==> config.mk <==
export PLATFORM = sky130hd
export DESIGN_NAME = dmem_responder
export DESIGN_NICKNAME = d
export VERILOG_FILES = /design/src/rtl/dmem_responder.sv
export SDC_FILE = /design/constraint.sdc
export NUM_CORES = 2
export LEC_CHECK = 0
export CAP_MARGIN = 5
export CORE_MARGIN = 2
export CORE_UTILIZATION = 45
export DETAILED_ROUTE_END_ITERATION = 6
export SYNTH_ARGS = -nofsm -noshare
export SYNTH_HDL_FRONTEND = slang
export SYNTH_SLANG_ARGS = --single-unit
==> constraint.sdc <==
create_clock -name clk -period 4.1 [get_ports clk]
set_input_delay 0.615 -clock clk [delete_from_list [all_inputs] [get_ports clk]]
set_output_delay 0.615 -clock clk [all_outputs]
set_load 0.02 [all_outputs]
==> src/rtl/dmem_responder.sv <==
`default_nettype none
// ============================================================================
// Module      : dmem_responder
// Description : Single-outstanding data-memory responder. Accepts one
//               read/write request at a time, waits a fixed LATENCY and
//               returns a one-cycle response with data or an error flag.
// Revision    : 1.0 - initial release
// ============================================================================
module dmem_responder #(
    parameter int DEPTH_WORDS = 64,
    parameter int LATENCY     = 2
) (
    input  logic        clk,
    input  logic        reset,
    input  logic        req_valid,
    output logic        req_ready,
    input  logic        req_we,
    input  logic [31:0] req_addr,
    input  logic [31:0] req_wdata,
    output logic        resp_valid,
    output logic [31:0] resp_rdata,
    output logic        resp_err,
    output logic        busy
);

    localparam int          c_AW        = $clog2(DEPTH_WORDS);
    localparam logic [31:0] c_DEPTH     = 32'(DEPTH_WORDS);
    // Wait-counter preload; unused when LATENCY=1 (no WAIT state then).
    localparam logic [2:0]  c_WAIT_LOAD = 3'(LATENCY - 2);

    typedef enum logic [1:0] {
        S_IDLE = 2'd0,
        S_WAIT = 2'd1,
        S_RESP = 2'd2
    } state_t;

    state_t      r_state;
    state_t      w_state_next;
    logic [2:0]  r_cnt;
    logic [2:0]  w_cnt_next;

    logic        r_we;
    logic [31:0] r_addr;
    logic [31:0] r_wdata;

    logic        w_accept;
    logic        w_enter_resp;
    logic        w_op_we;
    logic [31:0] w_op_addr;
    logic [31:0] w_op_wdata;
    logic        w_op_err;
    logic [c_AW-1:0] w_op_idx;

    logic [31:0] r_mem [DEPTH_WORDS];
    logic [31:0] r_pend_rdata;
    logic        r_pend_err;

    logic        r_resp_valid;
    logic [31:0] r_resp_rdata;
    logic        r_resp_err;

    assign req_ready  = (r_state == S_IDLE);
    assign busy       = (r_state != S_IDLE);
    assign resp_valid = r_resp_valid;
    assign resp_rdata = r_resp_rdata;
    assign resp_err   = r_resp_err;

    assign w_accept     = (r_state == S_IDLE) && req_valid;
    assign w_enter_resp = (w_state_next == S_RESP) && (r_state != S_RESP);

    // With LATENCY=1 RESP is entered on the acceptance edge itself, before the
    // request registers hold it, so the live request is used in IDLE.
    assign w_op_we    = (r_state == S_IDLE) ? req_we    : r_we;
    assign w_op_addr  = (r_state == S_IDLE) ? req_addr  : r_addr;
    assign w_op_wdata = (r_state == S_IDLE) ? req_wdata : r_wdata;
    assign w_op_idx   = w_op_addr[c_AW+1:2];
    // Full-width word-index compare so high address bits never alias.
    assign w_op_err   = (w_op_addr[1:0] != 2'b00) ||
                        ({2'b00, w_op_addr[31:2]} >= c_DEPTH);

    // State and wait-counter registers.
    always_ff @(posedge clk) begin
        if (!reset) begin
            r_state <= S_IDLE;
            r_cnt   <= 3'd0;
        end else begin
            r_state <= w_state_next;
            r_cnt   <= w_cnt_next;
        end
    end

    // Next-state logic: IDLE -> (WAIT ->) RESP -> IDLE.
    always_comb begin
        w_state_next = r_state;
        w_cnt_next   = r_cnt;
        case (r_state)
            S_IDLE: begin
                if (req_valid) begin
                    if (LATENCY == 1) begin
                        w_state_next = S_RESP;
                    end else begin
                        w_state_next = S_WAIT;
                        w_cnt_next   = c_WAIT_LOAD;
                    end
                end
            end
            S_WAIT: begin
                if (r_cnt == 3'd0) begin
                    w_state_next = S_RESP;
                end else begin
                    w_cnt_next = r_cnt - 3'd1;
                end
            end
            S_RESP:  w_state_next = S_IDLE;
            default: w_state_next = S_IDLE;
        endcase
    end

    // Capture the request on acceptance; later input changes are ignored.
    always_ff @(posedge clk) begin
        if (w_accept) begin
            r_we    <= req_we;
            r_addr  <= req_addr;
            r_wdata <= req_wdata;
        end
    end

    // Storage array: committed on the edge entering RESP unless reset wins.
    always_ff @(posedge clk) begin
        if (reset && w_enter_resp && w_op_we && !w_op_err) begin
            r_mem[w_op_idx] <= w_op_wdata;
        end
    end

    // Pending response captured on the edge entering RESP.
    always_ff @(posedge clk) begin
        if (!reset) begin
            r_pend_rdata <= 32'd0;
            r_pend_err   <= 1'b0;
        end else if (w_enter_resp) begin
            r_pend_err   <= w_op_err;
            r_pend_rdata <= (w_op_we || w_op_err) ? 32'd0 : r_mem[w_op_idx];
        end
    end

    // Response outputs: strobe on leaving RESP, data/err held until the next one.
    always_ff @(posedge clk) begin
        if (!reset) begin
            r_resp_valid <= 1'b0;
            r_resp_rdata <= 32'd0;
            r_resp_err   <= 1'b0;
        end else if (r_state == S_RESP) begin
            r_resp_valid <= 1'b1;
            r_resp_rdata <= r_pend_rdata;
            r_resp_err   <= r_pend_err;
        end else begin
            r_resp_valid <= 1'b0;
        end
    end

endmodule
`default_nettype wire
==> metrics.md <==
| Metric | Value |
|---|---|
| Outcome | `complete, but fails checks` |
| Failing checks | `design-rule violations` |
| Placed Area | `around 92000 um2` |
| CP max stage delay | `approximately 0.74 ns` |
| Core Box Area | `around 180000 um2` |
| Max_slew headroom | `7.13%` |
| Post-synth EDFFs | `2113` |
| Asr flop ratio synth | `0%` |
| Gate Count Post-Synth | `about 5400` |
| Top cells by count, synth | `2113 x edfxtp_1, 1005 x nand2_1, 343 x o22ai_1, 258 x a21oi_1, 206 x buf_2` |
| Syn nets | `between 5000 and 6000` |
| Crit path max-delay family | `compound AO/OA/AOI/OAI gates` |
| Post-route cell area | `98500 um2` |
| Via count | `about 57000` |
| Worst Path Arrival | `~4.8 ns` |
| Layout area overhead | `19.4%` |
| NetSw | `between 10000 and 15000 uW` |
| Die Area | `around 190000 um2` |
| Share of the synthesized area in the top cell type | `76.9%` |
| Violation count after the first detailed-route iteration | `10358` |
| Seq/Total Area, Yosys | `a little under 80%` |
| Clock Path Buffers | `3` |
| Worst VDD drop | `roughly 0.00042 V` |
| Site Rows | `approximately 160` |
| WP data required | `4.89 ns` |
| Met3 Wirelength | `48900 um` |
| Largest net degree at the start of global routing | `between 60 and 70` |
| DRC | `1` |
| Reg clk slew, reported paths | `~0.060 ns` |
| Vias in the first global route | `between 50000 and 60000` |
| Crit Path Class | `reg2reg` |
| Final Hold Vio Count | `0` |
| Setup TNS | `0 ns` |
| Yosys reg bits | `roughly 2200` |
| First-pass GRT wire length | `roughly 440000 um` |
| Post-synth cell types | `77` |
| Uppermost layer routed | `met5` |
| Synth Flop Type | `edfxtp_1` |
| Lkg Pwr | `0.0320 uW` |
| Clock Skews | `0.0353 ns` |
| Setup-failing EPs final | `0` |
| CTS tree | `yes` |
| Power Density | `around 540 nW/um2` |
| CTS Hold Bufs | `0` |
| Die Y-Extent | `432 um` |
| Post-synthesis area per instance | `about 15 um2` |
| GPL Wtd Cong | `a little under 1` |
| Final Power | `53600 uW` |
| RSZ-0062 raised after global routing | `false` |
| Dpl hpwl | `about 200000 um` |
| Critical path endpoint category | `flip-flop` |
| Gates resized, CTS repair | `0` |
| DRT antenna net count | `0` |
| Slew Limit Fails | `0` |
| Total of max-cap violations | `0` |
| Pint | `between 30000 and 40000 uW` |
| Post-synth top area cell | `edfxtp_1` |
| Routed met1 length | `roughly 110000 um` |
| Worst path slowest cell | `a32oi_1` |
| Final setup margin | `roughly 0.058 ns` |
| Initial core utilization | `approximately 45%` |
| Crit path cell chain | `or2_4 > inv_2 > buf_4 > o22ai_4 > buf_12 > a32oi_1 > o221ai_1 > a21oi_1 > buf_4 > nor2_1 > o31ai_1` |
| Grt total ovfl | `0` |
| Worst Setup Start Kind | `flip-flop` |
| Worst slew pin tran | `around 1.4 ns` |
| Crit path top cell by count | `buf_4` |
| Max Fanout on Critical Path | `25` |
| Core Util, Final | `roughly 54%` |
| Most common cell in the synthesized netlist | `edfxtp_1` |
| GRT Overall Usage | `34.1%` |
| Met2 wire length | `between 100000 and 150000 um` |
| Via density | `about 6.7` |
| Clock Tree Root | `clkbuf_16` |
| # fillers | `~15000` |
| Total Wirelength | `324000 um` |
| Syn. warnings | `0` |
| IO Pins | `between 100 and 150` |
| PortBufs | `roughly 100` |
| Drt pass-1 iters | `7` |
| Share of layout cells above drive strength 1 | `between 10% and 20%` |
| Top post-synthesis cells by area | `edfxtp_1 77%, nand2_1 4.6%, o22ai_1 2.6%, dfxtp_1 1.7%, a21oi_1 1.6%` |
| Htree depth | `4` |
| Num CTS Buffers | `about 210` |
| Antenna violations before repair | `17` |
| Buf/Inv on CP | `4` |
| DP Worst Slack | `-0.334 ns` |
| Flop pwr share | `a little under half` |
| WL/cell | `approximately 38 um` |
| Sw Ratio | `27.9%` |
| Post-layout min period | `4.04 ns` |
| Comb power frac | `16.1%` |
| Die width | `around 430 um` |
| Final Net Count | `5937` |
| Clock sinks | `around 2200` |
| Setup repair bufs after CTS | `0` |
| HP Class | `in2reg` |
| Clk_lat worst skew | `~0.89 ns` |
| FMAX | `between 200 and 250 MHz` |
| Final Cycle Share | `slightly below 100%` |
| Clock Power Share | `a little over a third` |
| Syn Std Cell Area | `between 80000 and 90000 um2` |
-- stage by stage --
step                cells  hold WS (ns)
global placement     8037         0.455
floorplan            5397         0.425
detailed placement   8037         0.455
CTS                  8428         0.255
global route         8432         0.279
finish               8440         0.297
-- sequential cells by signal, summed over array words and instances (netlist names) --
register	cells
r_addr	32
resp_rdata	32
r_mem	2048
resp_err	1
r_pend_err	1
r_state	2
r_pend_rdata	32
r_we	1
r_wdata	32
resp_valid	1
r_cnt	3
-- worst paths after layout --
| check | end | slack (ns) | from | cells after the start |
|---|---|---|---|---|
| hold / removal | r_addr[8]$_DFFE_PP_ | 0.30 | req_addr[8] | 1 |
| hold reg to reg | resp_rdata[10]$_SDFFE_PN0P_ | 0.46 | resp_rdata[10]$_SDFFE_PN0P_ | 2 |
| setup reg to reg | r_pend_rdata[6]$_SDFFE_PN0N_ | 0.06 | r_state[1]$_SDFF_PN0_ | 11 |
| setup / recovery | r_pend_rdata[6]$_SDFFE_PN0N_ | 0.06 | r_state[1]$_SDFF_PN0_ | 11 |
-- cells in the final DEF, fill, tap and decap left out, types with 25 or more instances in the layout --
| master | count |
|---|---|
| a21boi_0 | 34 |
| a21oi_1 | 258 |
| a222oi_1 | 25 |
| a22oi_1 | 34 |
| a31oi_1 | 98 |
| a32o_1 | 30 |
| a32oi_1 | 116 |
| buf_12 | 171 |
| buf_4 | 343 |
| clkbuf_1 | 51 |
| clkbuf_16 | 213 |
| clkdlybuf4s50_1 | 103 |
| clkinv_1 | 45 |
| clkinv_2 | 31 |
| dfxtp_1 | 72 |
| edfxtp_1 | 2113 |
| mux2i_1 | 100 |
| nand2_1 | 971 |
| nand2_2 | 33 |
| nand3_1 | 135 |
| nand4_1 | 37 |
| nor2_1 | 95 |
| nor2_4 | 65 |
| nor3_1 | 42 |
| nor4_1 | 28 |
| o21ai_0 | 58 |
| o221ai_1 | 87 |
| o22ai_1 | 342 |
-- area by class of cell --
cell class	instances	area [um2]	area share, %
tap	2385	2980	3.03
sequential	2185	64900	65.9
timing repair buffer	618	7060	7.16
clock buffer	283	5780	5.87
multi-input combinational	2839	16700	17.0
inverter	12	45.0	0.0457
antenna	10	25.0	0.0254
clock inverter	108	1030	1.04
-- metal layers --
metal | vias up | global-route usage (%)
met1 | 28659 | 44.6
met4 | 14 | 18.9
li1 | 22187 | -
met5 | - | 0
met2 | 4953 | 50.5
met3 | 955 | 10.9
-- cell families (layout without fill, tap and decap cells) --
kind of cell / Yosys count / in the layout / share of synthesized area [%]
buffers and inverters: 373 / 1021 / 2.06
AOI/OAI and AO/OA: 1240 / 1240 / 10.4
other: 0 / 10 / 0
muxes: 110 / 110 / 1.35
and+or+nand+nor: 1486 / 1486 / 7.55
xor gates and xnor gates: 1 / 1 / 0.0106
DFF: 2185 / 2185 / 78.6
adders and majority gates: 2 / 2 / 0.0303
-- power groups by stage --
| stage | combinational, uW | clock [uW] | sequential (uW) |
|---|---|---|---|
| CTS | 8280 | 19300 | 25600 |
| finish | 8650 | 19300 | 25600 |
| detailed placement | 8260 | 0 | 26100 |
| global route | 8750 | 20100 | 25600 |
| floorplan | 3780 | 0 | 26100 |
| global placement | 8180 | 0 | 26100 |
Note: power is estimated with default switching activity, not from simulation.
